### src/rtl/apb_slave_regfile.sv
// -----------------------------------------------------------------------------
// apb_slave_regfile
//
// APB3 completer that exposes a bank of NUM_REGS word-wide registers. It
// supports a fixed number of wait states per transfer, read-only protection
// per register, and PSLVERR for bad accesses.
//
// Parameters
//   ADDR_W      paddr width in bits (byte address)
//   DATA_W      data width; 8, 16, 32 or 64
//   NUM_REGS    number of registers, 1..2**(ADDR_W-BYTE_SH)
//   WAIT_STATES ACCESS cycles with pready=0 before completion, 0..15
//   RO_MASK     bit i set makes register i read-only
//   RESET_VAL   value every register takes on reset
//
// Ports
//   pclk     in   clock; every flop updates on the rising edge
//   prst     in   synchronous active-high reset
//   psel     in   completer select
//   penable  in   access-phase strobe
//   pwrite   in   1 = write, 0 = read
//   paddr    in   byte address (ADDR_W)
//   pwdata   in   write data (DATA_W)
//   prdata   out  read data; non-zero only on a good read completion
//   pready   out  transfer completes this cycle
//   pslverr  out  transfer error; only asserted together with pready
// -----------------------------------------------------------------------------
module apb_slave_regfile #(
  parameter int                  ADDR_W      = 12,
  parameter int                  DATA_W      = 32,
  parameter int                  NUM_REGS    = 16,
  parameter int                  WAIT_STATES = 0,
  parameter logic [NUM_REGS-1:0] RO_MASK     = '0,
  parameter logic [DATA_W-1:0]   RESET_VAL   = '0
) (
  input  logic              pclk,
  input  logic              prst,
  input  logic              psel,
  input  logic              penable,
  input  logic              pwrite,
  input  logic [ADDR_W-1:0] paddr,
  input  logic [DATA_W-1:0] pwdata,
  output logic [DATA_W-1:0] prdata,
  output logic              pready,
  output logic              pslverr
);

  // Number of address bits that select a byte inside one register word.
  localparam int BYTE_SH    = $clog2(DATA_W / 8);
  // Width of the word index carried by paddr.
  localparam int IDX_FULL_W = ADDR_W - BYTE_SH;
  // Width needed to select one of NUM_REGS registers.
  localparam int IDX_W      = (NUM_REGS > 1) ? $clog2(NUM_REGS) : 1;

  // NUM_REGS widened by one bit so that a full power-of-two bank still fits.
  localparam logic [IDX_FULL_W:0] NUM_REGS_EXT = NUM_REGS[IDX_FULL_W:0];
  localparam logic [3:0]          WAIT_INIT    = WAIT_STATES[3:0];

  localparam logic [0:0] ST_IDLE   = 1'b0;
  localparam logic [0:0] ST_ACCESS = 1'b1;

  // ---------------------------------------------------------------------------
  // Address decode
  // ---------------------------------------------------------------------------
  logic [IDX_FULL_W-1:0] idx_full;
  logic [IDX_W-1:0]      reg_idx;
  logic                  idx_in_range;
  logic                  misaligned;
  logic                  ro_hit;
  logic                  err;

  assign idx_full     = paddr[ADDR_W-1:BYTE_SH];
  assign reg_idx      = idx_full[IDX_W-1:0];
  assign idx_in_range = ({1'b0, idx_full} < NUM_REGS_EXT);

  // With an 8-bit bus every byte address is a word address, so there are
  // no low address bits to check.
  generate
    if (BYTE_SH > 0) begin : g_align_chk
      assign misaligned = (paddr[BYTE_SH-1:0] != '0);
    end else begin : g_no_align_chk
      assign misaligned = 1'b0;
    end
  endgenerate

  // Read-only protection only matters for an index that names a real register.
  assign ro_hit = idx_in_range && RO_MASK[reg_idx];
  assign err    = !idx_in_range || misaligned || (pwrite && ro_hit);

  // ---------------------------------------------------------------------------
  // Transfer FSM
  // ---------------------------------------------------------------------------
  logic [0:0] state_reg;
  logic [0:0] state_next;
  logic [3:0] cnt_reg;
  logic [3:0] cnt_next;
  // Set when ACCESS was entered without a SETUP phase. The transfer is still
  // completed so that the master does not hang, but it always reports an error.
  logic       proto_err_reg;
  logic       proto_err_next;

  always_comb begin
    state_next     = state_reg;
    cnt_next       = cnt_reg;
    proto_err_next = proto_err_reg;
    case (state_reg)
      ST_IDLE: begin
        if (psel && !penable) begin
          state_next     = ST_ACCESS;
          cnt_next       = WAIT_INIT;
          proto_err_next = 1'b0;
        end else if (psel && penable) begin
          // No wait states on a protocol error: answer on the next cycle.
          state_next     = ST_ACCESS;
          cnt_next       = 4'd0;
          proto_err_next = 1'b1;
        end
      end
      ST_ACCESS: begin
        if (!psel) begin
          // Master abandoned the transfer; nothing is written, no response.
          state_next = ST_IDLE;
        end else if (cnt_reg != 4'd0) begin
          cnt_next = cnt_reg - 4'd1;
        end else if (penable) begin
          // Completion cycle (pready is high now).
          state_next = ST_IDLE;
        end
      end
      default: begin
        state_next = ST_IDLE;
      end
    endcase
  end

  always_ff @(posedge pclk) begin
    if (prst) begin
      state_reg     <= ST_IDLE;
      cnt_reg       <= 4'd0;
      proto_err_reg <= 1'b0;
    end else begin
      state_reg     <= state_next;
      cnt_reg       <= cnt_next;
      proto_err_reg <= proto_err_next;
    end
  end

  // ---------------------------------------------------------------------------
  // Response
  // ---------------------------------------------------------------------------
  logic wr_en;

  assign pready  = (state_reg == ST_ACCESS) && psel && penable && (cnt_reg == 4'd0);
  assign pslverr = pready && (err || proto_err_reg);
  // Address and data are taken straight off the bus in the pready cycle; the
  // master holds them stable through ACCESS, so nothing is captured at SETUP.
  assign wr_en   = pready && pwrite && !pslverr;

  // ---------------------------------------------------------------------------
  // Register bank
  // ---------------------------------------------------------------------------
  logic [DATA_W-1:0] reg_file [NUM_REGS];

  generate
    for (genvar gi = 0; gi < NUM_REGS; gi++) begin : g_reg
      logic [DATA_W-1:0] data_reg;

      always_ff @(posedge pclk) begin
        if (prst) begin
          data_reg <= RESET_VAL;
        end else if (wr_en && (reg_idx == IDX_W'(gi))) begin
          data_reg <= pwdata;
        end
      end

      assign reg_file[gi] = data_reg;
    end
  endgenerate

  // Read data is forced to zero outside a successful read completion so the
  // bus never shows stale register contents. A successful read implies
  // idx_in_range, so reg_idx always names a real register here.
  assign prdata = (pready && !pwrite && !pslverr) ? reg_file[reg_idx] : '0;

endmodule

### config.mk
export PLATFORM = sky130hd
export DESIGN_NAME = apb_slave_regfile
export DESIGN_NICKNAME = d
export VERILOG_FILES = /design/src/rtl/apb_slave_regfile.sv
export SDC_FILE = /design/constraint.sdc
export NUM_CORES = 1
export LEC_CHECK = 0
export ABC_AREA = 0
export ABC_CLOCK_PERIOD_IN_PS = 5610
export CAP_MARGIN = 20
export CORE_MARGIN = 2
export CORE_UTILIZATION = 64
export CTS_CLUSTER_SIZE = 12
export DETAILED_ROUTE_END_ITERATION = 7
export DONT_BUFFER_PORTS = 1
export HOLD_SLACK_MARGIN = 0.03
export PLACE_DENSITY_LB_ADDON = 0.08
export SYNTH_ARGS = -nofsm -noshare
export SYNTH_HDL_FRONTEND = slang
export SYNTH_SLANG_ARGS = --single-unit
### constraint.sdc
create_clock -name pclk -period 5.61 [get_ports pclk]
set_clock_uncertainty 0.1 [all_clocks]
set_input_delay 1.683 -clock pclk [delete_from_list [all_inputs] [get_ports pclk]]
set_output_delay 1.683 -clock pclk [all_outputs]
set_load 0.1 [all_outputs]
Yosys cells after proc, flatten, opt, wreduce, memory -nomap -nowiden
Memories as Yosys holds them, arrays and structs flattened.
Index checks and enable logic that the tools add are counted.
Operators by class
  equal/unequal tests: 18
  multiplexer cells: 18
  order comparisons: 3
  reduce and logical (&&, ||, !) cells: 42
  $add $sub $neg: 1
  bitwise operators: 2
Operator list (number)
  $bmux W32 S4: 1
  $mux W32: 3
  $eq A4 B4 Y1 const B: 8
  $logic_and A1 B1 Y1: 28
  $eq A4 B3 Y1 const B: 4
  $mux W4: 4
  $lt A10 B5 Y1 const B: 1
  $eq A4 B2 Y1 const B: 2
  $logic_not A4 Y1: 2
  $mux W1: 8
  $pmux W4 S2: 1
  $ge A5 B5 Y1 const B: 1
  $lt A4 B5 Y1 const B: 1
  $not A4 Y5: 1
  $eq A4 B1 Y1 const B: 1
  $logic_not A1 Y1: 4
  $reduce_bool A2 Y1: 2
  $reduce_bool A4 Y1: 1
  $sub A4 B1 Y4 const B: 1
  $logic_or A1 B1 Y1: 3
  $ne A3 B3 Y1 const B: 1
  $reduce_and A3 Y1: 1
  $ne A2 B1 Y1 const B: 1
  $ne A2 B2 Y1 const B: 1
  other kinds (3): 3
Storage, ports and cells
  flip-flop bits (word level): 518
  output and inout port bits: 34
  memories kept: 1
  memory bits (read-only): 16
  logic and storage cells: 104
Memory list
  (no name shown): words 16, bits a word 1, read ports 1, clocked after memory_dff 0, wr ports 0, line 87  | assign ro_hit = idx_in_range && RO_MASK[reg_idx];

Depth between registers and ports, before layout
Gate-level depths: netlist (run 1).
  depth after elaboration: 10
  gate-level depth with buffers: 8
  depth with buffers taken out: 6

Worst setup path after synthesis (run 1)
OpenSTA, ideal clock, no wires.
  kind: input port to output port
  from: input paddr[10]
  to: output prdata[10]
  slack: -652 ps
  path buffers: 2
  data required time: 3827 ps
  stages: 6
  data arrival time: 4479 ps
  cells stage by stage: or4_1 > clkbuf_2 > nor2_1 > nand3_1 > clkbuf_1 > o22ai_1
Between the ends
  cells in the longest elaborated chain, start to end: 9
Ends and longest elaborated chain
  from (decl): line 41  | input logic [ADDR_W-1:0] paddr,
  $lt A10 B5 Y1 (*): line 74  | assign idx_in_range = ({1'b0, idx_full} < NUM_REGS_EXT);
  $logic_not A1 Y1 or $logic_and A1 B1 Y1 (tied branches): line 88, 87
  $logic_or A1 B1 Y1 or $logic_and A1 B1 Y1 (tied branches): line 88  | assign err = !idx_in_range || misaligned || (pwrite && ro_hit);
  $logic_or A1 B1 Y1 (*): line 88
  $logic_or A1 B1 Y1 (*): line 154  | assign pslverr = pready && (err || proto_err_reg);
  $logic_and A1 B1 Y1 (*): line 154
  $logic_not A1 Y1 (*): line 183  | assign prdata = (pready && !pwrite && !pslverr) ? reg_file[reg_idx] : '0;
  $logic_and A1 B1 Y1 (*): line 183
  $mux W32 (*): line 183
  to (decl): line 43  | output logic [DATA_W-1:0] prdata,
Every way passes the cells marked *; elsewhere a longest branch is shown, timed or not.

Final worst setup path (run 1)
  from: input paddr[6]
  to: output prdata[29]
Same word-level chain as after synthesis.

==> results by group, run 1 <==
Status
  • Status: finished, violations left
  • Failing checks: slew limit

CTS
  • Post-CTS sizing: 0
  • Post-cts hold buffer count: 0
  • Clk buf depth: 3
  • Post CTS Setup Buffer Count: 0
  • Clock sinks: 518
  • CTS tree: yes
  • H-tree Lvls: 2
  • Clk_lat worst skew: 0.58 ns
  • Cts bufs inserted: 53
  • Clk pin slew, worst setup/hold paths: approximately 0.06 ns
  • Root cell of the clock tree: clkbuf_16

Global routing
  • First-pass GRT wire length: around 86000 um
  • Largest net degree at the start of global routing: approximately 550
  • Remaining Overflow, GRT: 0
  • Total track usage: 28.2%
  • Vias in the first global route: 15400
  • Antenna violations before repair: 0

Setup path
  • Critical path capture point type: primary output
  • CP max FO: 16
  • CP Launch Type: input port
  • Arr. time, crit path: 3.52 ns
  • End of the worst register-to-register path: g_reg[6].data_reg[23]$_SDFFE_PP0P_
  • R2r setup slk: approximately 2.2 ns
  • RR Startpoint: cnt_reg[0]$_SDFFE_PP0P_
  • CP required: 3.83 ns
  • Worst R2R Path Depth: 8
  • Kind of critical path: input port to primary output

Final layout
  • Area of the multi-input gates: 0.0129 sq mm
  • Final instance area: 0.0263 sq mm
  • Max FFs per register: 512
  • Area Growth Syn to Fin: 9.83%
  • Ant. Diodes: 0
  • Sequential cell area: 0.0104 sq mm
  • Fillers: approximately 2600
  • Post-Layout Cell Count: 2474
  • Layout cells sized above 1: 15.4%
  • Nets@finish: approximately 2000

Logic synthesis
  • EDFF count, synth: 0
  • Async SR Flop Fraction: 0%
  • Main synth FF type: dfxtp_1
  • #FFs+latches synth: about 520
  • Cell taking the most area after synthesis: dfxtp_1
  • Syn_area_per_cell: roughly 12 sq um
  • Post-synth cell types: 33
  • Synth Cell Area: around 0.024 sq mm
  • Synth Instances: 2084
  • Yosys warns: 0
  • Top-area cell type share of the netlist area: 43.2%
  • Sequential-to-total area share from yosys stat: 43.2%
  • Synth Net Count: 2134
  • Ranking of synthesized cells by area: dfxtp_1 (43%), mux2i_1 (24%), nand2b_1 (14%), mux4_2 (12%), clkbuf_1 (2.2%)

Place
  • Dpl cells: 2389
  • DP Area: 0.0247 sq mm
  • I/O Buffers: 0
  • Placer Congestion: 0.704
  • Pre-CTS WS: about 0.35 ns
  • Post-DP HPWL: 28600 um

STA
  • F_max: 189 MHz
  • Endpoints failing hold: 0
  • Min Clock Period, post-route: 5.30 ns
  • Period utilization: 94.5%
  • Slew @ Worst Pin: 1.73 ns
  • RSZ-0062 raised after global routing: no
  • Final setup viols: 0
  • Final Max Slew Viols: 188
  • Final Worst Setup Slack: 0.309 ns
  • Relative slew slack: -15.2%
  • WHS: between 0.3 and 0.4 ns

Floorplanning
  • Cell Rows: 70
  • DIE AREA: 0.0390 sq mm
  • Die W: 198 um
  • Num ports: 83
  • Core Box Area: 0.0368 sq mm
  • Die Ht: approximately 200 um
  • Initial Util: 65.2%

Routing
  • Wire length on met3: 2060 um
  • Wl on met1: roughly 26000 um
  • Initial DRC Count: around 1100
  • DRC violations left: 0
  • 1st-pass router iterations: 5
  • Met2 wire len: 25100 um
  • Vias per cell: 6.01
  • Via count: ~15000
  • WL final: 54000 um
  • Drt wl/cell: 21.8 um
  • Antenna-violating nets left: 0
  • Top Metal Used: met4

Power and ir drop
  • Maximum VDD drop: about 0.27 mV
  • Pwr/cell area: ~270 mW/mm^2
  • LEAKAGE: 12.2 nW
  • Final Power: 7.22 mW

Hold path
  • Min-Delay Startpoint: g_reg[2].data_reg[1]$_SDFFE_PP0P_
  • Worst hold stages: 2
  • Hold WC Path Type: register to register
  • WHS Endpoint: g_reg[2].data_reg[1]$_SDFFE_PP0P_

Job
  • Maxcap violations: 0
-- metal layers --
metal	up-vias	GRT usage, %
met5	-	0
met4	0	8.33
met3	84	3.65
met2	257	45.0
met1	7536	40.4
li1	6982	-
-- how the worst max path moves through the flow --
stage	startpoint	end	slack (ns)	depth (start not counted)
after floorplan	paddr[10]	prdata[10]	-0.22	6
after global placement	paddr[6]	prdata[27]	0.42	6
after detailed placement	paddr[6]	prdata[6]	0.35	6
after CTS	paddr[6]	prdata[30]	0.35	6
after global routing	paddr[6]	prdata[30]	0.26	6
final	paddr[6]	prdata[29]	0.31	6
-- critical path: stages --
cell,delay (ns)
or4_1,0.57
nor2_1,0.36
nand3_2,0.12
buf_4,0.27
o22ai_2,0.27
buf_12,0.20
-- kinds of logic (layout without fill, tap and decap cells) --
group           count (synthesis)  in the layout  synth area share, %
xor+xnor                        2              2               0.0731
flops                         518            518                 43.2
fa+ha+maj                       1              1               0.0522
compound gates                 35             35                0.913
mux                           705            705                 36.1
simple gates                  597            597                 15.6
buf+inv                       226            148                 4.00
-- cell usage after synthesis, types with 2 or more instances --
cell type  instances
or4_1              2
inv_1              5
o22ai_1           32
buf_1             15
buf_6              2
nand2_2            3
a21oi_1            2
nor4_4             2
nor3_1             6
clkbuf_1         139
buf_2             63
mux2i_1          577
nand2b_1         545
mux4_2           128
dfxtp_1          518
and2_1             2
nor2_1             5
nand2_1           15
nand4_1            5
nand3_1            4
xor2_1             2
-- final cells by class --
type	instances	area share (%)
multi-input cells	1340	48.9
flip-flops and latches	518	39.4
clock inverters	6	0.209
well taps	468	2.22
inverters	5	0.0713
clock buffers	79	5.90
repair buffers	58	3.32
-- placed cells by master, fill, tap and decap left out, types with 2 or more instances in the layout --
cell	instances
mux2i_1	577
nand2b_1	545
clkbuf_8	13
and2_1	2
buf_4	23
nor2_1	4
buf_12	35
dfxtp_1	518
nor4_4	2
nand2_2	12
a21oi_1	2
nand3_1	3
o22ai_2	32
mux4_2	128
inv_1	5
nor3_1	6
nand4_1	5
clkinv_2	5
clkbuf_1	13
nand2_1	6
xor2_1	2
clkbuf_16	53
or4_1	2
-- where the power goes --
| part | leakage, nW | internal [mW] | switching, mW | total (mW) |
|---|---|---|---|---|
| Sequential | 4.17 | 3.68 | 0.00226 | 3.68 |
| Combinational | 7.26 | 0.122 | 0.0703 | 0.193 |
| Clock | 0.796 | 1.93 | 1.41 | 3.34 |
| Total | 12.2 | 5.74 | 1.49 | 7.22 |
-- through the flow --
stage | utilization [%] | TNS, ns
after floorplan | - | -6.64
after global placement | 67.2 | 0
after detailed placement | 67.2 | 0
after CTS | 71.6 | 0
after global routing | 71.6 | 0
final | 71.6 | 0
No activity file was read; power rests on OpenSTA's default activity.
==> run 2, diff against run 1 <==
--- a/config.mk
+++ b/config.mk
@@ -13,8 +13,9 @@
 export CTS_CLUSTER_SIZE = 12
 export DETAILED_ROUTE_END_ITERATION = 7
 export DONT_BUFFER_PORTS = 1
-export HOLD_SLACK_MARGIN = 0.03
+export HOLD_SLACK_MARGIN = 0.08
 export PLACE_DENSITY_LB_ADDON = 0.08
 export SYNTH_ARGS = -nofsm -noshare
 export SYNTH_HDL_FRONTEND = slang
 export SYNTH_SLANG_ARGS = --single-unit
+export TNS_END_PERCENT = 1
==> results of run 2 <==
No change in the layout: final DEF, timing and power equal those of run 1.
==> run 3, diff against run 2 <==
--- a/config.mk
+++ b/config.mk
@@ -9,8 +9,9 @@
 export ABC_CLOCK_PERIOD_IN_PS = 5610
 export CAP_MARGIN = 20
 export CORE_MARGIN = 2
-export CORE_UTILIZATION = 64
-export CTS_CLUSTER_SIZE = 12
+export CORE_UTILIZATION = 65
+export CTS_BUF_LIST = sky130_fd_sc_hd__clkbuf_2 sky130_fd_sc_hd__clkbuf_4 sky130_fd_sc_hd__clkbuf_8
+export CTS_CLUSTER_SIZE = 14
 export DETAILED_ROUTE_END_ITERATION = 7
 export DONT_BUFFER_PORTS = 1
 export HOLD_SLACK_MARGIN = 0.08
==> run 3 against run 2 <==
Effect of this change: the run now ends clean; design area rose by 1.1%; sequential power hardly changed; total power rose by 3.4%; utilization up 1.5 points; critical endpoint is now prdata[30].
==> results by group, run 3 (synthesis results as in run 1) <==
STA
  • Final Worst Setup Slack: between 0.3 and 0.4 ns
  • Period utilization: a little over nine tenths
  • Final Max Slew Viols: 0
  • Endpoints failing hold: 0
  • Setup TNS: 0 ns
  • Final setup viols: 0
  • RSZ-0062 raised after global routing: no
  • Min Clock Period, post-route: 5.29 ns
  • Slew @ Worst Pin: 1.21 ns
  • Relative slew slack: around a fifth
  • F_max: 189 MHz

Setup path
  • Worst R2R Path Depth: 7
  • Arr. time, crit path: 3.51 ns
  • Worst Setup EP: prdata[30]
  • Worst path cell trace: or4_1 > buf_4 > nor3_1 > nand2_2 > buf_12 > o22ai_2 > buf_12
  • R2r setup slk: 2.09 ns
  • Max incr delay on CP: ~0.55 ns
  • RR Startpoint: cnt_reg[0]$_SDFFE_PP0P_
  • CP dominant cell by count: buf_12
  • End of the worst register-to-register path: g_reg[14].data_reg[25]$_SDFFE_PP0P_
  • CP Launch Type: input port
  • Setup crit start: paddr[6]
  • Kind of critical path: input port to primary output
  • CP max FO: 32
  • Critical path capture point type: primary output
  • Slowest CP cell: or4_1
  • CP required: 3.83 ns

Routing
  • 1st-pass router iterations: 7
  • Via count: 15000
  • Initial DRC Count: 960
  • Antenna-violating nets left: 0
  • Vias per cell: roughly 5.9
  • WL final: 53800 um
  • Drt wl/cell: 21.1 um
  • DRC violations left: 0

Floorplanning
  • Cell Rows: 70
  • Die W: 196 um
  • Num ports: 83
  • DIE AREA: approximately 0.038 sq mm
  • Core Box Area: 0.0364 sq mm
  • Initial Util: between 60% and 70%
  • Die Ht: 196 um

Power and ir drop
  • LEAKAGE: roughly 12 nW
  • Pwr/cell area: 280 mW/mm^2
  • Maximum VDD drop: 0.264 mV

Job
  • Maxcap violations: 0

Global routing
  • First-pass GRT wire length: 85900 um
  • Total track usage: 28.5%
  • Largest net degree at the start of global routing: 551
  • Vias in the first global route: 15800
  • Remaining Overflow, GRT: 0
  • Antenna violations before repair: 1

Final layout
  • Final Core Density: 73.1%
  • Commonest non-fill, non-tap cell in the layout: mux2i_1
  • Fillers: 2549
  • Nets@finish: 2058
  • Most frequent cells in the layout: mux2i_1 (577), nand2b_1 (545), dfxtp_1 (518)
  • Ant. Diodes: 0
  • Post-Layout Cell Count: ~2500
  • Layout cells sized above 1: 18.8%
  • Max FFs per register: ~510
  • Area Growth Syn to Fin: 11.0%

Hold path
  • Worst hold stages: 2
  • Hold WC Path Type: register to register

CTS
  • Post CTS Setup Buffer Count: 0
  • Clk_lat worst skew: 0.63 ns
  • Post-CTS sizing: 0
  • Clk pin slew, worst setup/hold paths: 0.05 ns
  • CTS tree: yes
  • Cts bufs inserted: 86
  • H-tree Lvls: 3
  • Post-cts hold buffer count: 0
  • Clock sinks: 518
  • Root cell of the clock tree: clkbuf_8
  • Clk buf depth: 3

Place
  • Placer Congestion: 0.728
  • Dpl cells: 2388
  • I/O Buffers: 0
  • Pre-CTS WS: between 0.3 and 0.4 ns
  • Post-DP HPWL: roughly 28000 um

Status
  • Status: finished, final reports clean
-- run 3: changes by cell type in the layout (fill, tap and decap cells not counted) --
cell | previous run | this run
clkbuf_8 | 13 | 118
clkbuf_16 | 53 | 0
clkbuf_4 | 0 | 20
clkbuf_1 | 13 | 0
clkinv_2 | 5 | 11
clkinvlp_4 | 0 | 2
buf_12 | 35 | 34
bufinv_16 | 1 | 2
inv_6 | 0 | 1
-- run 3: final cells by class --
cell class                      instances  area (sq um)  area share (%)
Sequential cell                       518         10400            38.9
Tap cell                              468           586            2.20
Inverter                                5          18.8          0.0705
Multi-Input combinational cell       1340         12900            48.4
Timing Repair Buffer                   57           853            3.21
Clock buffer                          138          1770            6.66
Clock inverter                         16           139           0.522
-- run 3: worst min-delay path by stage --
stage	from	slack, ns	to
6_report	g_reg[13].data_reg[26]$_SDFFE_PP0P_	0.37	g_reg[13].data_reg[26]$_SDFFE_PP0P_
3_3_place_gp	g_reg[3].data_reg[17]$_SDFFE_PP0P_	0.35	g_reg[3].data_reg[17]$_SDFFE_PP0P_
5_1_grt	g_reg[4].data_reg[9]$_SDFFE_PP0P_	0.39	g_reg[4].data_reg[9]$_SDFFE_PP0P_
4_1_cts	g_reg[2].data_reg[8]$_SDFFE_PP0P_	0.37	g_reg[2].data_reg[8]$_SDFFE_PP0P_
2_1_floorplan	cnt_reg[1]$_SDFFE_PP0P_	0.35	cnt_reg[1]$_SDFFE_PP0P_
3_5_place_dp	g_reg[2].data_reg[9]$_SDFFE_PP0P_	0.36	g_reg[2].data_reg[9]$_SDFFE_PP0P_
-- run 3: through the flow --
stage / cell area [sq um] / total power [mW] / hold WS [ns]
final: 26600 / 7.46 / 0.373
after global routing: 26600 / 7.70 / 0.389
after detailed placement: 24700 / 3.95 / 0.360
after floorplan: 24200 / 4.03 / 0.345
after global placement: 24700 / 3.95 / 0.354
after CTS: 26600 / 7.52 / 0.373
-- run 3: power by group --
part | switching, mW | leakage (nW) | internal [mW]
registers | 0.00240 | 4.17 | 3.68
clock network | 1.50 | 1.02 | 2.09
logic | 0.0699 | 7.25 | 0.119
-- run 3: routing by layer --
metal  track usage, %  vias to the layer above  wire [um]
met3             4.14                       92       1770
met5                0                        -         11
met1             39.4                     7556      25100
met2             46.4                      256      25700
li1                 -                     7092          -
met4             9.40                        2       1200
-- run 3: worst max-delay path, delay by kind of cell --
kind	cells	cell delay, ns
simple gates	3	0.91
compound gates	1	0.24
buf+inv	3	0.63
